File: src/rtl/alu_arbiter_pkg.sv
// Shared types for the two-requester ALU arbiter: data word, ALU opcode and
// arbiter FSM state.
// Imported by alu_arbiter and alu_arbiter_alu.
package alu_arbiter_pkg;

  localparam int WORD_W = 4;

  typedef logic [WORD_W-1:0] word_t;

  typedef enum logic [2:0] {
    OP_ADD   = 3'd0,  // carry = carry-out
    OP_AND   = 3'd1,
    OP_OR    = 3'd2,
    OP_SUB   = 3'd3,  // carry = borrow (A < B)
    OP_XOR   = 3'd4,
    OP_SHL   = 3'd5,  // carry = bit shifted out of the MSB
    OP_SHR   = 3'd6,  // carry = bit shifted out of the LSB
    OP_PASSB = 3'd7
  } opcode_t;

  typedef enum logic [1:0] {
    ST_IDLE = 2'd0,
    ST_EXEC = 2'd1,
    ST_RESP = 2'd2
  } state_t;

endpackage

File: src/rtl/alu_arbiter_alu.sv
// Combinational 4-bit ALU with carry and zero flags.
// Ports: opcode, a, b in; out, carry, zero out. Zero latency, no flow control.
// Logic ops always report carry=0; zero reflects the 4-bit result only.
module alu_arbiter_alu
  import alu_arbiter_pkg::*;
(
  input  opcode_t opcode,
  input  word_t   a,
  input  word_t   b,
  output word_t   out,
  output logic    carry,
  output logic    zero
);

  // One extra bit on top carries the flag for every opcode.
  logic [WORD_W:0] wide;

  always_comb begin
    wide = '0;
    case (opcode)
      OP_ADD:   wide = {1'b0, a} + {1'b0, b};
      OP_AND:   wide = {1'b0, a & b};
      OP_OR:    wide = {1'b0, a | b};
      // Wrap-around of the 5-bit difference leaves the borrow in the top bit.
      OP_SUB:   wide = {1'b0, a} - {1'b0, b};
      OP_XOR:   wide = {1'b0, a ^ b};
      OP_SHL:   wide = {a, 1'b0};
      OP_SHR:   wide = {a[0], 1'b0, a[WORD_W-1:1]};
      OP_PASSB: wide = {1'b0, b};
      default:  wide = '0;
    endcase
  end

  assign out   = wide[WORD_W-1:0];
  assign carry = wide[WORD_W];
  assign zero  = (wide[WORD_W-1:0] == '0);

endmodule

File: src/rtl/alu_arbiter.sv
// Round-robin arbiter sharing one ALU between two requesters.
// Latency: accept in cycle N, registered result valid in N+2; one op per 3 cycles.
// Backpressure: reqN_ready only in IDLE for the granted requester; the result
// holds in RESP until rsp_ready, and no new request is accepted meanwhile.
// Ports: clk, reset (sync, active high); reqN_valid/opcode/a/b in, reqN_ready
// out; rsp_valid/id/out/carry/zero out, rsp_ready in.
module alu_arbiter
  import alu_arbiter_pkg::*;
#(
  parameter bit RR_INIT = 1'b0
) (
  input  logic       clk,
  input  logic       reset,
  input  logic       req0_valid,
  input  logic [2:0] req0_opcode,
  input  logic [3:0] req0_a,
  input  logic [3:0] req0_b,
  output logic       req0_ready,
  input  logic       req1_valid,
  input  logic [2:0] req1_opcode,
  input  logic [3:0] req1_a,
  input  logic [3:0] req1_b,
  output logic       req1_ready,
  output logic       rsp_valid,
  output logic       rsp_id,
  output logic [3:0] rsp_out,
  output logic       rsp_carry,
  output logic       rsp_zero,
  input  logic       rsp_ready
);

  state_t  state, state_nxt;
  logic    prio;        // requester that wins when both are valid
  logic    grant_any;
  logic    grant_id;

  opcode_t op_q;
  word_t   a_q, b_q;
  logic    id_q;

  word_t   alu_out;
  logic    alu_carry, alu_zero;

  // The ALU only ever sees the captured operands, so input wiggles after
  // accept cannot leak into the result.
  alu_arbiter_alu u_alu (
    .opcode (op_q),
    .a      (a_q),
    .b      (b_q),
    .out    (alu_out),
    .carry  (alu_carry),
    .zero   (alu_zero)
  );

  always_ff @(posedge clk) begin
    if (reset) state <= ST_IDLE;
    else       state <= state_nxt;
  end

  always_comb begin
    state_nxt  = state;
    grant_any  = 1'b0;
    grant_id   = prio;
    req0_ready = 1'b0;
    req1_ready = 1'b0;
    case (state)
      ST_IDLE: begin
        // Gate with reset so ready stays low while reset is asserted.
        if (!reset) begin
          if (req0_valid && req1_valid) begin
            grant_any = 1'b1;
            grant_id  = prio;
          end else if (req0_valid) begin
            grant_any = 1'b1;
            grant_id  = 1'b0;
          end else if (req1_valid) begin
            grant_any = 1'b1;
            grant_id  = 1'b1;
          end
        end
        req0_ready = grant_any && !grant_id;
        req1_ready = grant_any &&  grant_id;
        if (grant_any) state_nxt = ST_EXEC;
      end
      ST_EXEC: state_nxt = ST_RESP;
      ST_RESP: if (rsp_ready) state_nxt = ST_IDLE;
      default: state_nxt = ST_IDLE;
    endcase
  end

  always_ff @(posedge clk) begin
    if (reset) begin
      prio      <= RR_INIT;
      op_q      <= OP_ADD;
      a_q       <= '0;
      b_q       <= '0;
      id_q      <= 1'b0;
      rsp_valid <= 1'b0;
      rsp_id    <= 1'b0;
      rsp_out   <= '0;
      rsp_carry <= 1'b0;
      rsp_zero  <= 1'b0;
    end else begin
      if (state == ST_IDLE && grant_any) begin
        id_q <= grant_id;
        op_q <= grant_id ? opcode_t'(req1_opcode) : opcode_t'(req0_opcode);
        a_q  <= grant_id ? req1_a : req0_a;
        b_q  <= grant_id ? req1_b : req0_b;
      end
      if (state == ST_EXEC) begin
        rsp_valid <= 1'b1;
        rsp_id    <= id_q;
        rsp_out   <= alu_out;
        rsp_carry <= alu_carry;
        rsp_zero  <= alu_zero;
      end
      if (state == ST_RESP && rsp_ready) begin
        rsp_valid <= 1'b0;
        // Hand priority to the requester that was not just served.
        prio      <= ~rsp_id;
      end
    end
  end

endmodule

File: config.mk
export PLATFORM = sky130hd
export DESIGN_NAME = alu_arbiter
export DESIGN_NICKNAME = d
export VERILOG_FILES = /design/src/rtl/alu_arbiter_pkg.sv /design/src/rtl/alu_arbiter_alu.sv /design/src/rtl/alu_arbiter.sv
export SDC_FILE = /design/constraint.sdc
export NUM_CORES = 1
export LEC_CHECK = 0
export ABC_CLOCK_PERIOD_IN_PS = 6300
export CAP_MARGIN = 20
export CORE_AREA = 5 5 59 87
export CTS_CLUSTER_SIZE = 20
export DETAILED_ROUTE_END_ITERATION = 12
export DIE_AREA = 0 0 64 92
export PLACE_DENSITY = 0.69
export SLEW_MARGIN = 0
export SYNTH_ARGS = -nofsm -noshare
export SYNTH_HDL_FRONTEND = slang
export SYNTH_HIERARCHICAL = 1
export SYNTH_SLANG_ARGS = --single-unit
export TNS_END_PERCENT = 5
File: constraint.sdc
create_clock -name clk -period 6.3 [get_ports clk]
set_input_delay 1.89 -clock clk [delete_from_list [all_inputs] [get_ports clk]]
set_output_delay 1.89 -clock clk [all_outputs]
set_load 0.02 [all_outputs]
==> results of run 1 <==
area by class of cell:
| cell class | instances | area share [%] |
|---|---|---|
| Timing Repair Buffer | 38 | 18.5 |
| Tap cell | 46 | 2.84 |
| Clock inverter | 1 | 0.247 |
| Clock buffer | 3 | 2.03 |
| Sequential cell | 23 | 22.7 |
| Inverter | 18 | 3.33 |
| Multi-Input combinational cell | 144 | 50.4 |
final timing paths:
kind / startpoint / depth (start not counted) / slack (ns) / endpoint
max: reset / 3 / 0.74 / req0_ready
min: rsp_zero / 2 / 0.46 / rsp_zero
max reg2reg: op_q[1] / 11 / 3.19 / rsp_zero
min reg2reg: rsp_zero / 2 / 0.46 / rsp_zero
metrics by stage:
| stage | instances | instance area, µm² | hold WS, ns | total power, mW |
|---|---|---|---|---|
| after floorplan | 198 | 1630 | 0.432 | 0.343 |
| after detailed placement | 269 | 1980 | 0.448 | 0.401 |
| after CTS | 273 | 2030 | 0.459 | 0.493 |
| after global placement | 269 | 1980 | 0.438 | 0.398 |
| final | 273 | 2030 | 0.456 | 0.487 |
| after global routing | 273 | 2030 | 0.479 | 0.528 |
power by group through the flow:
stage / combinational, mW / sequential [mW] / clock (mW)
after global placement: 0.208 / 0.190 / 0
after detailed placement: 0.211 / 0.190 / 0
after global routing: 0.238 / 0.191 / 0.0992
after CTS: 0.213 / 0.187 / 0.0933
final: 0.211 / 0.187 / 0.0903
after floorplan: 0.158 / 0.184 / 0
worst max-delay path, stage by stage:
cell             delay, ns
clkdlybuf4s50_1       0.63
a2111oi_0             0.47
clkdlybuf4s50_1       0.68
state kept, by name, summed over array words and instances, names as in the netlist:
| signal | cells |
|---|---|
| a_q | 4 |
| b_q | 4 |
| rsp_out | 4 |
| op_q | 3 |
| state | 2 |
| id_q | 1 |
| prio | 1 |
| rsp_carry | 1 |
| rsp_id | 1 |
| rsp_valid | 1 |
| rsp_zero | 1 |
per-layer routing:
layer	GRT usage (%)	vias to the layer above	part of all wire [%]
li1	-	753	-
met5	0	-	0
met2	21.8	39	50
met3	0.856	6	3.6
met4	6.07	0	2.1
met1	14.6	672	44
logic make-up after synthesis:
family,count (synthesis),share of synthesized area [%]
buffers and inverters,31,8.99
XOR/XNOR,5,2.69
flip-flops,23,28.3
multiplexers,15,9.22
AND/OR/NAND/NOR,55,16.2
adder cells (fa/ha/maj),14,11.2
AO/OA/AOI/OAI,55,23.4
cells in the final DEF, fill, tap and decap left out, types with 2 or more instances in the layout:
master,Yosys,routed
a31oi_1,2,2
nand2b_1,2,2
a21oi_1,17,17
inv_2,3,3
a21o_1,3,3
a2111oi_0,2,2
ha_1,13,13
buf_4,1,2
inv_1,15,15
nor3_1,2,2
mux2i_1,15,15
a211oi_1,14,14
clkbuf_8,0,3
nor2b_1,3,3
a22oi_1,3,3
nor2_1,17,17
nand3_1,3,3
dfxtp_1,23,23
clkdlybuf4s50_1,0,36
xnor2_1,4,4
o21ai_0,4,4
nand2_1,20,20
==> impl_metrics.tcl, run 1 <==
set metrics [dict create \
    status "complete, no violations" \
    syn-cell-area_um2 1630 \
    endpoint_kind "output pin" \
    grt_pass1_vias 1447 \
    hpwl_mm 2.75 \
    numCtsBuffers 3 \
    clock_latency_ns 0.26 \
    cts_tree "done" \
    synth_warnings 6 \
    relSlewSlack_pct 43.5 \
    io_buffers 36 \
    grt_pass1_wl_mm 6.10 \
    cts_max_path_buffers 2 \
    die_area_um2 5890 \
    start_util_pct 38.4 \
    synth_edf_count 0 \
    combPwrFrac_pct 43.2 \
    synth_fp_nets 239 \
    postCtsSetupBuffers 0 \
    multi_input_area_um2 1020 \
    avgSynthCellArea_um2 8.23 \
    nets 269 \
    drc_errors 0 \
    tns_ns 0 \
    die_h_um 92 \
    postRouteAntennaNets 0 \
    worst_slack_ns 0.743 \
    postSynthRegisterBits 23 \
    cts_sinks 23 \
    hold_viol_final 0 \
    period_needed_ns 5.56 \
    fill_cells 416 \
    grt_max_degree 24 \
    synthArstFlopShare_pct 0 \
    wl_mm 3.48 \
    grtUsageTotal_pct 12.3 \
    p_int_uw 310 \
    p_sw_uw 177 \
    postCtsResizedCells 0 \
    gp_congestion 0.879 \
    rsz0062_at_grt "no" \
    netlist-cell-type-count 43 \
    cts-root-buf "clkbuf_8" \
    fp.coreArea_um2 4250 \
    cp.arrival_ns 3.67 \
    skew_ns 0.00370 \
    setup_viol 0 \
    power_density_nw_per_um2 240 \
    path_max_fanout 12 \
    vias 1470 \
    drtIter0Drc 20 \
    htreeDepth 1 \
    fp.dieW_um 64 \
    seq_area_frac_synth_pct 28.3 \
    routedWlPerCell_um 12.7 \
    synth_area_leader_cell "dfxtp_1" \
    max_slew.worst_pin.slew_ns 0.848 \
    netlist_top_cells_area "dfxtp_1 (28%), ha_1 (10%), mux2i_1 (9.2%)" \
    synthTopCellsByCount "dfxtp_1 (23), nand2_1 (20), a21oi_1 (17), nor2_1 (17)" \
    fmax_ghz 0.180 \
    worst_hold_path_type "reg2reg" \
    path_class "in2out" \
    ff_latch_area_um2 460 \
    slew_viol_final 0 \
    syn_to_final_growth_pct 24.6 \
    fp-row-count 29 \
    drive_gt1_share_pct 7.05 \
    synthFlopType "dfxtp_1" \
    place_ws_ns 0.779 \
    p_leak_nw 0.787 \
    clkPwrFrac_pct 18.5 \
    netlist.area_leader.share_pct 28.3 \
    antenna_cells 0 \
    path_clk_slew_ns 0.08 \
    num_io_pins 37 \
    overflow 0 \
    drv_cap 0 \
    ir_worst_vdd_mv 0.149 \
    switching_share_pct 36.4 \
    power_frac_seq_pct 38.3 \
    grt_antenna_before_repair 0 \
    min_period_over_period_pct 88.2 \
    yosysMostFrequentCell "dfxtp_1" \
    postCtsHoldBufs 0 \
    fin_util_pct 47.8 \
    synthCells 198 \
    startpoint_type "input port" \
    via_per_inst 5.38 \
    critical_path_required_ns 4.41 \
    dr.pass1.iters 4 \
]
No activity file was read; power rests on OpenSTA's default activity.
==> inputs of run 2 (changes only) <==
ABC_AREA = 0   (was not set)
==> results of run 2 <==
The final DEF is identical to that of run 1; final timing and power are the same.
